## src/rtl/id_ex_reg_pkg.sv

```systemverilog
// Shared pipeline definitions: control-bundle layout, ALUOp encodings and
// small helpers used by the ID/EX pipeline register.
package id_ex_reg_pkg;

  localparam int CTRL_W   = 9;
  localparam int DATA_W   = 32;
  localparam int REG_W    = 5;
  localparam int FUNCT_W  = 6;
  localparam int BCNT_W   = 8;

  localparam int CTRL_REGDST_BIT   = 8;
  localparam int CTRL_REGWRITE_BIT = 7;
  localparam int CTRL_MEMREAD_BIT  = 6;
  localparam int CTRL_MEMTOREG_BIT = 5;
  localparam int CTRL_MEMWRITE_BIT = 4;
  localparam int CTRL_ALUSRC_BIT   = 3;
  localparam int CTRL_ALUOP_MSB    = 2;
  localparam int CTRL_ALUOP_LSB    = 0;

  typedef enum logic [2:0] {
    ALUOP_MEM   = 3'b000,
    ALUOP_RTYPE = 3'b010,
    ALUOP_ADDI  = 3'b011,
    ALUOP_ANDI  = 3'b100
  } alu_op_e;

  // Field order mirrors the bit positions above, MSB first.
  typedef struct packed {
    logic       reg_dst;
    logic       reg_write;
    logic       mem_read;
    logic       mem_to_reg;
    logic       mem_write;
    logic       alu_src;
    logic [2:0] alu_op;
  } ctrl_t;

  localparam logic [BCNT_W-1:0] BCNT_MAX = '1;

  function automatic logic [REG_W-1:0] wb_dst_f(
    input logic             valid,
    input ctrl_t            ctrl,
    input logic [REG_W-1:0] rt,
    input logic [REG_W-1:0] rd
  );
    if (!valid)            return '0;
    else if (ctrl.reg_dst) return rd;
    else                   return rt;
  endfunction

endpackage

```

## src/rtl/id_ex_reg_pipe_reg.sv

```systemverilog
// Generic pipeline field register: synchronous reset, clear over enable.
// One cycle latency; holds its value while en is low.
module pipe_reg
  #(
    parameter int WIDTH = 32
  )
  (
    input  logic             clk,
    input  logic             reset,
    input  logic             en,
    input  logic             clr,
    input  logic [WIDTH-1:0] d_i,
    output logic [WIDTH-1:0] q_o
  );

  logic [WIDTH-1:0] q_q;

  always_ff @(posedge clk) begin
    if (reset)      q_q <= '0;
    else if (clr)   q_q <= '0;
    else if (en)    q_q <= d_i;
  end

  assign q_o = q_q;

endmodule

```

## src/rtl/id_ex_reg.sv

```systemverilog
// ID/EX pipeline register with stall hold, flush-to-bubble and a saturating
// bubble counter. Priority per edge: reset > flush > stall > load.
module id_ex_reg
  import id_ex_reg_pkg::*;
  (
    input  logic               clk,
    input  logic               reset,
    input  logic               stall,
    input  logic               flush,
    input  logic               id_valid,
    input  logic [CTRL_W-1:0]  id_ctrl,
    input  logic [DATA_W-1:0]  id_rd1,
    input  logic [DATA_W-1:0]  id_rd2,
    input  logic [DATA_W-1:0]  id_imm,
    input  logic [REG_W-1:0]   id_rs,
    input  logic [REG_W-1:0]   id_rt,
    input  logic [REG_W-1:0]   id_rd,
    input  logic [FUNCT_W-1:0] id_funct,
    output logic               ex_valid,
    output logic [CTRL_W-1:0]  ex_ctrl,
    output logic [DATA_W-1:0]  ex_rd1,
    output logic [DATA_W-1:0]  ex_rd2,
    output logic [DATA_W-1:0]  ex_imm,
    output logic [REG_W-1:0]   ex_rs,
    output logic [REG_W-1:0]   ex_rt,
    output logic [REG_W-1:0]   ex_rd,
    output logic [FUNCT_W-1:0] ex_funct,
    output logic               ex_mem_read,
    output logic [REG_W-1:0]   ex_wb_dst,
    output logic [BCNT_W-1:0]  bubble_cnt
  );

  logic              load_en;
  logic [CTRL_W-1:0] ctrl_d;
  logic              bubble_in;
  ctrl_t             ex_ctrl_s;

  assign load_en = ~stall;
  // An invalid slot must never carry side-effecting control into EX.
  assign ctrl_d  = id_valid ? id_ctrl : '0;

  pipe_reg #(.WIDTH(1)) u_valid (
    .clk(clk), .reset(reset), .en(load_en), .clr(flush),
    .d_i(id_valid), .q_o(ex_valid)
  );

  pipe_reg #(.WIDTH(CTRL_W)) u_ctrl (
    .clk(clk), .reset(reset), .en(load_en), .clr(flush),
    .d_i(ctrl_d), .q_o(ex_ctrl)
  );

  pipe_reg #(.WIDTH(DATA_W)) u_rd1 (
    .clk(clk), .reset(reset), .en(load_en), .clr(flush),
    .d_i(id_rd1), .q_o(ex_rd1)
  );

  pipe_reg #(.WIDTH(DATA_W)) u_rd2 (
    .clk(clk), .reset(reset), .en(load_en), .clr(flush),
    .d_i(id_rd2), .q_o(ex_rd2)
  );

  pipe_reg #(.WIDTH(DATA_W)) u_imm (
    .clk(clk), .reset(reset), .en(load_en), .clr(flush),
    .d_i(id_imm), .q_o(ex_imm)
  );

  pipe_reg #(.WIDTH(REG_W)) u_rs (
    .clk(clk), .reset(reset), .en(load_en), .clr(flush),
    .d_i(id_rs), .q_o(ex_rs)
  );

  pipe_reg #(.WIDTH(REG_W)) u_rt (
    .clk(clk), .reset(reset), .en(load_en), .clr(flush),
    .d_i(id_rt), .q_o(ex_rt)
  );

  pipe_reg #(.WIDTH(REG_W)) u_rd (
    .clk(clk), .reset(reset), .en(load_en), .clr(flush),
    .d_i(id_rd), .q_o(ex_rd)
  );

  pipe_reg #(.WIDTH(FUNCT_W)) u_funct (
    .clk(clk), .reset(reset), .en(load_en), .clr(flush),
    .d_i(id_funct), .q_o(ex_funct)
  );

  // Hazard-facing outputs derive only from registered state.
  assign ex_ctrl_s   = ctrl_t'(ex_ctrl);
  assign ex_mem_read = ex_ctrl_s.mem_read;
  assign ex_wb_dst   = wb_dst_f(ex_valid, ex_ctrl_s, ex_rt, ex_rd);

  logic [BCNT_W-1:0] bcnt_q;
  logic [BCNT_W-1:0] bcnt_d;

  // A stalled invalid slot is a hold, not a new bubble.
  assign bubble_in = flush | (load_en & ~id_valid);

  always_comb begin
    bcnt_d = bcnt_q;
    if (bubble_in && bcnt_q != BCNT_MAX) bcnt_d = bcnt_q + 8'd1;
  end

  always_ff @(posedge clk) begin
    if (reset) bcnt_q <= '0;
    else       bcnt_q <= bcnt_d;
  end

  assign bubble_cnt = bcnt_q;

endmodule

```

## config.mk

```make
export PLATFORM = sky130hd
export DESIGN_NAME = id_ex_reg
export DESIGN_NICKNAME = d
export VERILOG_FILES = /design/src/rtl/id_ex_reg_pkg.sv /design/src/rtl/id_ex_reg_pipe_reg.sv /design/src/rtl/id_ex_reg.sv
export SDC_FILE = /design/constraint.sdc
export NUM_CORES = 1
export LEC_CHECK = 0
export CORE_MARGIN = 2
export CORE_UTILIZATION = 36
export CTS_CLUSTER_DIAMETER = 100
export DETAILED_ROUTE_END_ITERATION = 6
export PLACE_DENSITY = 0.77
export SLEW_MARGIN = 10
export SYNTH_ARGS = -nofsm -noshare
export SYNTH_HDL_FRONTEND = slang
export SYNTH_HIERARCHICAL = 1
export SYNTH_SLANG_ARGS = --single-unit
```

## constraint.sdc

```tcl
create_clock -name clk -period 1.5 [get_ports clk]
set_clock_uncertainty 0.2 [all_clocks]
set_input_delay 0.3 -clock clk [delete_from_list [all_inputs] [get_ports clk]]
set_output_delay 0.3 -clock clk [all_outputs]
set_load 0.02 [all_outputs]
```

==> results.sh, run 1 <==
export IMPL_p_leak_uw=0.00402
export IMPL_tritoncts="built"
export IMPL_io_pins=272
export IMPL_drcViolationCount=0
export IMPL_fp_dieH_um=124
export IMPL_wl_per_cell_um=15.4
export IMPL_synth_area_leaders="dfxtp_1 (52%), mux2i_1 (26%), nor2_1 (8.5%)"
export IMPL_tns_ps=-1540
export IMPL_placed_area_um2=8290
export IMPL_slew_headroom_pct=79.0
export IMPL_synth_ff_type="dfxtp_1"
export IMPL_reg2reg_slack_ps=-50
export IMPL_firstDrtPassIters=4
export IMPL_rr_worst_depth=4
export IMPL_synth_top_family_by_area="multiplexers"
export IMPL_power_per_cell_area_nw_per_um2=1080
export IMPL_dp_hpwl_mm=11.1
export IMPL_synth_simple_area_share_pct=14.3
export IMPL_syn_to_final_growth_pct=64.2
export IMPL_final_setup_worst_slack_ps=-302
export IMPL_final_min_clock_period_ps=1800
export IMPL_vias=4577
export IMPL_clk_pin_slew_worst_paths_ps=60
export IMPL_vias_per_cell=4.64
export IMPL_cap_violations=0
export IMPL_clock_sinks=135
export IMPL_io_buffers=271
export IMPL_final_setup_viol_count=8
export IMPL_cts_hold_fix_buffers=0
export IMPL_syn_area_per_cell_um2=10.7
export IMPL_min_path_cells=3
export IMPL_cp_end_kind="output port"
export IMPL_ys_ff_latch=135
export IMPL_postRouteAntennaNets=0
export IMPL_start_util_pct=37.1
export IMPL_synth_fa_ha_area_share_pct=0.241
export IMPL_fin_nets=927
export IMPL_drive_gt1_share_pct=32.8
export IMPL_hold_class="input pin to flop"
export IMPL_reg2reg_to="bubble_cnt[5]"
export IMPL_die_w_um=124
export IMPL_grt_max_degree=35
export IMPL_ys_types=32
export IMPL_worstPathMaxFanout=3
export IMPL_holdCritStartpoint="flush"
export IMPL_critPathLaunchType="flop"
export IMPL_row_count=43
export IMPL_critPathRequiredTime_ps=1000
export IMPL_ys_seq_area_share_pct=52.1
export IMPL_root_buffer="clkbuf_16"
export IMPL_hold_end="u_rd/q_o[0]"
export IMPL_muxShareOfSynthArea_pct=25.9
export IMPL_design_area_um2=8520
export IMPL_grt_pass1_vias=4457
export IMPL_synth_compound_area_share_pct=1.47
export IMPL_antenna_found_initial=0
export IMPL_grt_pass1_wl_mm=22.0
export IMPL_violations="setup timing"
export IMPL_totalWireLength_mm=15.2
export IMPL_hold_slack_ps=197
export IMPL_grt_usage_pct=18.5
export IMPL_tightest_slew_ps=313
export IMPL_synth_xor_area_share_pct=0.338
export IMPL_status="complete, but fails checks"
export IMPL_htree_num_levels=4
export IMPL_async_reset_ff_share_pct=0
export IMPL_finalCritPeriodShare_pct=120
export IMPL_overflow=0
export IMPL_synth_top_area_share_pct=52.1
export IMPL_die_area_um2=15400
export IMPL_finalHoldViolCount=0
export IMPL_cts_buffers=17
export IMPL_diodes=0
export IMPL_clockBufferDepth=2
export IMPL_drt_iter0_markers=186
export IMPL_core_um2=14000
export IMPL_finalPower_uw=9220
export IMPL_ir_drop_mv=0.602
export IMPL_fmax_ghz=0.555
export IMPL_synth_warnings=6
export IMPL_reg2reg_from="bubble_cnt[5]"
export IMPL_syn_area_um2=5190
export IMPL_critPathKind="flop to output port"
export IMPL_rsz0062_at_grt="true"
export IMPL_place_gp_congestion=0.844
export IMPL_synth_cells=487
export IMPL_synth_top_cell_by_area="dfxtp_1"
export IMPL_arrival_ps=1300
export IMPL_num_fill_cells=1216
export IMPL_final_max_slew_violation_count=0
export IMPL_syn_num_nets=619
export IMPL_synth_edff_count=0
export IMPL_clock_latency_ps=400
## stage by stage
stage               std cells  setup WS [ps]  util, %
floorplan                 487          -49.5        -
global placement          948           -569     59.2
detailed placement        948           -567     59.2
CTS                       982           -323     59.9
global route              987           -364     60.9
finish                    987           -302     60.9
## worst max path at each step
stage | startpoint | end | cells after the start
after floorplan | bubble_cnt[3] | bubble_cnt[1] | 4
after global placement | id_valid | bubble_cnt[5] | 5
after detailed placement | id_valid | bubble_cnt[5] | 5
after CTS | u_ctrl/q_o[8] | ex_wb_dst[0] | 4
after global routing | u_ctrl/q_o[8] | ex_wb_dst[4] | 4
final | u_ctrl/q_o[8] | ex_wb_dst[2] | 4
## layout make-up
type,count,area [um^2],area share (%)
Clock buffer,22,484,5.68
Clock inverter,9,123,1.44
Inverter,2,12.5,0.147
Multi-Input combinational cell,315,2270,26.7
Sequential cell,135,2740,32.2
Tap cell,180,225,2.64
Timing Repair Buffer,324,2660,31.2
## report_power, final
group / internal, uW / switching (uW) / total [uW]
sequential: 3700 / 70.2 / 3770
clock: 2770 / 1460 / 4230
combinational: 676 / 544 / 1220
total: 7150 / 2080 / 9220
## worst max-delay path: stages (launching register included)
cell     delay (ps)
dfxtp_2         340
buf_6           130
mux2i_2         230
nor2b_2          70
buf_6           130
## cells in the final DEF (no fill, tap or decap), types with 2 or more instances in the layout
master / count
mux2i_1: 129
clkdlybuf4s50_1: 127
buf_2: 119
nor2_1: 116
dfxtp_1: 116
buf_4: 35
buf_6: 34
nor3_1: 18
clkbuf_16: 17
dfxtp_2: 13
and2_1: 9
dfxtp_4: 6
buf_12: 6
nor2b_2: 5
clkinv_2: 5
mux2i_2: 4
nand2_1: 4
clkbuf_8: 4
a21oi_1: 3
nor3_2: 3
bufinv_16: 3
dlygate4sd2_1: 3
or2_1: 3
xor2_1: 2
or2_0: 2
## layer usage
metal	share of wire [%]	routed length [um]	track usage (%)	vias to the layer above
met5	0	0	0	-
met4	1.8	266	7.30	0
met3	7.8	1190	5.95	24
met2	51	7810	33.2	169
met1	39	5920	20.0	2133
li1	-	-	-	2251
## cells in the mapped netlist, types with 2 or more instances
library cell / instances
buf_2: 2
or2_1: 3
nor2b_1: 5
clkbuf_2: 3
nand3_1: 2
nor2_1: 117
xor2_1: 2
o21ai_0: 2
nor3_1: 20
buf_4: 14
mux2i_1: 134
dfxtp_1: 135
nand2_1: 4
and2_1: 9
clkbuf_1: 2
inv_1: 2
a21oi_1: 3
buf_6: 13
or2_0: 2
## flip-flops by register name, indices dropped and copies added, names as in the netlist
| name | flops |
|---|---|
| u_imm/q_o | 32 |
| u_rd1/q_o | 32 |
| u_rd2/q_o | 32 |
| u_ctrl/q_o | 9 |
| bubble_cnt | 8 |
| u_funct/q_o | 6 |
| u_rd/q_o | 5 |
| u_rs/q_o | 5 |
| u_rt/q_o | 5 |
| u_valid/q_o | 1 |
## repair_timing
action	CTS	global route
hold endpoints to repair	0	0
gates resized for setup	622	39
endpoints found under the setup margin	216	24
cloned	0	0
buffers inserted	3	5
pin swaps	2	8
## cell families after synthesis
logic type,after synthesis
and+or+nand+nor,168
DFF,135
adders and majority gates,1
muxes,134
buffers and inverters,37
AOI/OAI and AO/OA,10
xor gates and xnor gates,2
(Power assumes the default switching activity.)
==> run 2: changes to the inputs <==
SLEW_MARGIN = default   (was 10)
==> results of run 2 <==
Final layout, timing and power as in run 1 (identical DEF).
